`src/rtl/clock_div_gen.sv`:
```
// clock_div_gen: programmable-period, phase-delayed clock generator with lock, error and rising-edge count.
module clock_div_gen #(
  parameter int W  = 8,
  parameter int CW = 16
) (
  input  logic          master_clk,
  input  logic          rst,
  input  logic          en,
  input  logic          load,
  input  logic [W-1:0]  div_in,
  input  logic [W-1:0]  phase_in,
  output logic          gen_clk,
  output logic          gen_rise,
  output logic          locked,
  output logic          err,
  output logic [CW-1:0] edge_cnt
);
  typedef enum logic [1:0] {IDLE, ALIGN, RUN} state_t;
  localparam logic [W-1:0] ONE = 1;
  state_t state, state_n;
  logic [W-1:0] d_q, p_q, cnt, d_n, p_n, cnt_n, high;
  logic gen_n, rise_n, lock_n, err_n, valid;
  logic [CW-1:0] ecnt_n;
  assign high  = (d_q >> 1) + {{(W-1){1'b0}}, d_q[0]};
  assign valid = (div_in >= 2) && (phase_in < div_in);
  always_comb begin
    state_n = state;
    cnt_n   = cnt;
    d_n     = d_q;
    p_n     = p_q;
    err_n   = err;
    ecnt_n  = edge_cnt;
    lock_n  = locked;
    gen_n   = 1'b0;
    rise_n  = 1'b0;
    if (!en) begin
      state_n = IDLE;
      lock_n  = 1'b0;
    end else if (load) begin
      lock_n = 1'b0;
      if (valid) begin
        d_n     = div_in;
        p_n     = phase_in;
        err_n   = 1'b0;
        ecnt_n  = '0;
        cnt_n   = '0;
        state_n = (phase_in != 0) ? ALIGN : RUN;
      end else begin
        err_n   = 1'b1;
        state_n = IDLE;
      end
    end else if (state == ALIGN) begin
      state_n = (cnt == p_q - ONE) ? RUN : ALIGN;
      cnt_n   = (cnt == p_q - ONE) ? '0 : cnt + ONE;
    end else if (state == RUN) begin
      gen_n  = cnt < high;
      cnt_n  = (cnt == d_q - ONE) ? '0 : cnt + ONE;
      rise_n = gen_n & ~gen_clk;
      ecnt_n = edge_cnt + CW'(rise_n);
      lock_n = locked | rise_n;
    end
  end
  always_ff @(posedge master_clk or posedge rst) begin
    if (rst) begin
      state    <= IDLE;
      cnt      <= '0;
      d_q      <= '0;
      p_q      <= '0;
      gen_clk  <= 1'b0;
      gen_rise <= 1'b0;
      locked   <= 1'b0;
      err      <= 1'b0;
      edge_cnt <= '0;
    end else begin
      state    <= state_n;
      cnt      <= cnt_n;
      d_q      <= d_n;
      p_q      <= p_n;
      gen_clk  <= gen_n;
      gen_rise <= rise_n;
      locked   <= lock_n;
      err      <= err_n;
      edge_cnt <= ecnt_n;
    end
  end
endmodule
```
`config.mk`:
```
export PLATFORM = sky130hd
export DESIGN_NAME = clock_div_gen
export DESIGN_NICKNAME = d
export VERILOG_FILES = /design/src/rtl/clock_div_gen.sv
export SDC_FILE = /design/constraint.sdc
export NUM_CORES = 1
export LEC_CHECK = 0
export ABC_AREA = 1
export BUFFER_PORTS_ARGS = -buffer_cell sky130_fd_sc_hd__buf_2
export CAP_MARGIN = 40
export CORE_AREA = 2 2 91 93
export DETAILED_ROUTE_END_ITERATION = 8
export DIE_AREA = 0 0 93 95
export PLACE_DENSITY = 0.6
export SLEW_MARGIN = 20
export SYNTH_ARGS = -nofsm -noshare
export SYNTH_HDL_FRONTEND = slang
export SYNTH_SLANG_ARGS = --single-unit
```
`constraint.sdc`:
```
create_clock -name master_clk -period 7.3 [get_ports master_clk]
set_clock_uncertainty 0.15 [all_clocks]
set_input_delay 0.365 -clock master_clk [delete_from_list [all_inputs] [get_ports master_clk]]
set_output_delay 0.365 -clock master_clk [all_outputs]
set_load 0.02 [all_outputs]
```
==> impl_metrics.csv <==
group,metric,value,unit
outcome,outcome,"finished clean",
logic_synthesis,avgSynthCellArea,7.06,µm²
clock_tree,clock_path_buffers,2,
clock_tree,cts_buffers,5,
logic_synthesis,synth_compound_area_frac,0.0659,
clock_tree,clock-sinks,46,
logic_synthesis,ys_seq_elements,46,
logic_synthesis,ys_seq_area_frac,0.331,
route,viasPerCell,4.92,
die,core_area,0.00793,mm²
route,ant_nets,0,
route,wire_per_inst,13.0,µm
clock_tree,cts_tree,"done",
pwr,leakage,2.06,nW
worst_hold_path,hold_path.class,"in -> reg",
layout,drive_gt1_frac,0.133,
clock_tree,clockRootBuffer,"clkbuf_8",
logic_synthesis,synth_cell_types,36,
place,dp_cells,629,
global_route,grt_max_degree,31,
logic_synthesis,synth_cells,492,
global_route,grt_pass1_vias,3034,
die,dieArea,0.00884,mm²
setup_path,worstSetupEndpointType,"flop",
sta,setup_violations,0,
layout,nNetsFinal,573,
route,num_vias,3142,
die,die_h,95,µm
logic_synthesis,synthMuxAreaShare,0,
logic_synthesis,synth.net_count,533,
die,num_rows,33,
global_route,antenna_found_initial,0,
logic_synthesis,syn_area,0.00347,mm²
global_route,grt_pass1_wl,14400,µm
sta,layout_min_cycle_time,3.39,ns
clock_tree,insertion_delay,0.29,ns
clock_tree,cts_htree_levels,2,
global_route,grt_use_total,0.205,
layout,syn2layout_area_growth,11.1,%
place,place_congestion,0.896,
place,hpwlAfterDp,6490,µm
logic_synthesis,yosysWarnings,0,
route,remaining_drc_errors,0,
setup_path,crit_type,"reg -> reg",
layout,stdcell_count,638,
sta,fmax,295,MHz
layout,layout_commonest_cell,"nand2_1",
job,maxCapViolCount,0,
sta,finalMaxSlewViolations,0,
die,start_util,0.438,
logic_synthesis,synth_xor_area_frac,0.0821,
clock_tree,clkSlewWorstSetupHoldPaths,0.09,ns
logic_synthesis,synth_top_family_by_area,"simple AND/OR/NAND/NOR gates",
setup_path,start_kind,"flop",
route,drtPass1Iterations,4,
clock_tree,cts_resized,0,
route,drt-total-wl,8290,µm
sta,min_period_over_period,0.464,
sta,rsz0062_at_grt,"no",
pwr,irDropWorstVdd,0.0000948,V
clock_tree,post_cts_buffers,0,
sta,hold_viol_final,0,
logic_synthesis,synth-simple-area-share,0.363,
setup_path,required,7.37,ns
setup_path,cp_max_fo,4,
sta,worst_pin_slew,0.516,ns
layout,final_cell_mix,"nand2_1 (166), inv_1 (52), nor2_1 (47)",
die,die_width,93,µm
sta,finalSetupTns,0,ns
layout,antenna_cells,0,
global_route,grt_overflow,0,
die,ios,40,
pwr,powerDensity,202,mW/mm²
logic_synthesis,synthAdderAreaFrac,0.0756,
sta,slew_headroom,0.656,
route,detail_route.iter0.violations,106,
setup_path,cp_data_arrival_time,3.46,ns
place,numPortBuffers,39,
[final timing paths]
check                           cells past startpoint          startpoint                       to  slack [ns]
worst min-delay path                                3           div_in[0]       d_q[0]$_DFFE_PP0P_        0.15
max in group asynchronous                           4                 rst       d_q[7]$_DFFE_PP0P_        6.01
worst max register to register                     20  d_q[1]$_DFFE_PP0P_  edge_cnt[9]$_DFFE_PP0P_        3.91
worst min register to register                      2  locked$_DFFE_PP0P_       locked$_DFFE_PP0P_        0.34
min in group asynchronous                           3                 rst       cnt[2]$_DFFE_PP0P_        0.48
worst max-delay path                               20  d_q[1]$_DFFE_PP0P_  edge_cnt[9]$_DFFE_PP0P_        3.91
[through the flow]
| step | util | hold slack [ns] | setup slack [ns] | area [µm²] | total power, W |
|---|---|---|---|---|---|
| global placement | 0.472 | 0.319 | 4.05 | 3740 | 0.000610 |
| floorplan | - | 0.311 | 4.31 | 3470 | 0.000546 |
| global route | 0.487 | 0.157 | 3.47 | 3860 | 0.000843 |
| finish | 0.487 | 0.152 | 3.91 | 3860 | 0.000778 |
| CTS | 0.487 | 0.150 | 3.88 | 3860 | 0.000785 |
| detailed placement | 0.474 | 0.259 | 3.91 | 3760 | 0.000617 |
[critical path: stages (launching register included)]
cell	delay (ns)
dfrtp_1	0.38
ha_1	0.17
ha_1	0.18
nand3_1	0.12
nor3_1	0.22
xnor2_1	0.16
ha_1	0.25
nand2_1	0.08
inv_1	0.04
nand4_1	0.07
o211ai_1	0.11
nor2_1	0.22
ha_1	0.24
nand4_2	0.14
nor2_1	0.18
nand2_1	0.12
nor2_1	0.13
nand2_1	0.08
nand2_1	0.06
nand3b_1	0.07
o21ai_1	0.14
[layer usage]
layer | vias up | share of wire | track usage
li1 | 1634 | - | -
met1 | 1467 | 0.53 | 0.296
met2 | 36 | 0.44 | 0.328
met3 | 5 | 0.025 | 0.0319
met4 | 0 | 0.0064 | 0.0429
met5 | - | 0 | 0
[what timing repair did]
action,in CTS,in global routing
endpoints found under the hold margin,19,0
setup endpoints to repair,0,0
hold buffers,1,0
[logic make-up after synthesis]
| logic type | Yosys count |
|---|---|
| compound gates | 43 |
| xor+xnor | 31 |
| fa+ha+maj | 21 |
| buf+inv | 67 |
| flops | 46 |
| simple gates | 284 |
[registers in the layout, indices dropped and copies added (netlist names)]
| register | flops |
|---|---|
| state | 2 |
| cnt | 8 |
| gen_rise | 1 |
| gen_clk | 1 |
| p_q | 8 |
| err | 1 |
| edge_cnt | 16 |
| locked | 1 |
| d_q | 8 |
[synth_stat cells (all sizes together)]
library cell | n | area (µm²)
a21oi | 9 | 45.0
and2 | 1 | 6.26
and3 | 1 | 6.26
buf | 9 | 68.8
clkinv | 1 | 3.75
dfrtp | 46 | 1150
ha | 21 | 263
inv | 57 | 214
nand2 | 169 | 647
nand3 | 39 | 220
nand3b | 4 | 30.0
nand4 | 5 | 37.5
nor2 | 50 | 205
nor3 | 9 | 55.1
nor4 | 3 | 33.8
o211ai | 3 | 22.5
o21a | 1 | 7.51
o21ai | 30 | 154
or2 | 3 | 18.8
xnor2 | 11 | 96.3
xnor3 | 1 | 22.5
xor2 | 19 | 166
[power breakdown]
part,switching [W],total [W],internal (W)
sequential,0.0000466,0.000333,0.000287
clock,0.0000888,0.000165,0.0000767
combinational,0.000172,0.000280,0.000108
total,0.000307,0.000778,0.000471
[layout make-up]
class,instances,area (µm²)
Clock buffer,7,86.3
Clock inverter,1,5.00
Fill cell,857,4070
Inverter,58,218
Multi-Input combinational cell,379,2040
Sequential cell,46,1150
Tap cell,105,131
Timing Repair Buffer,42,233
(Power assumes the default switching activity.)
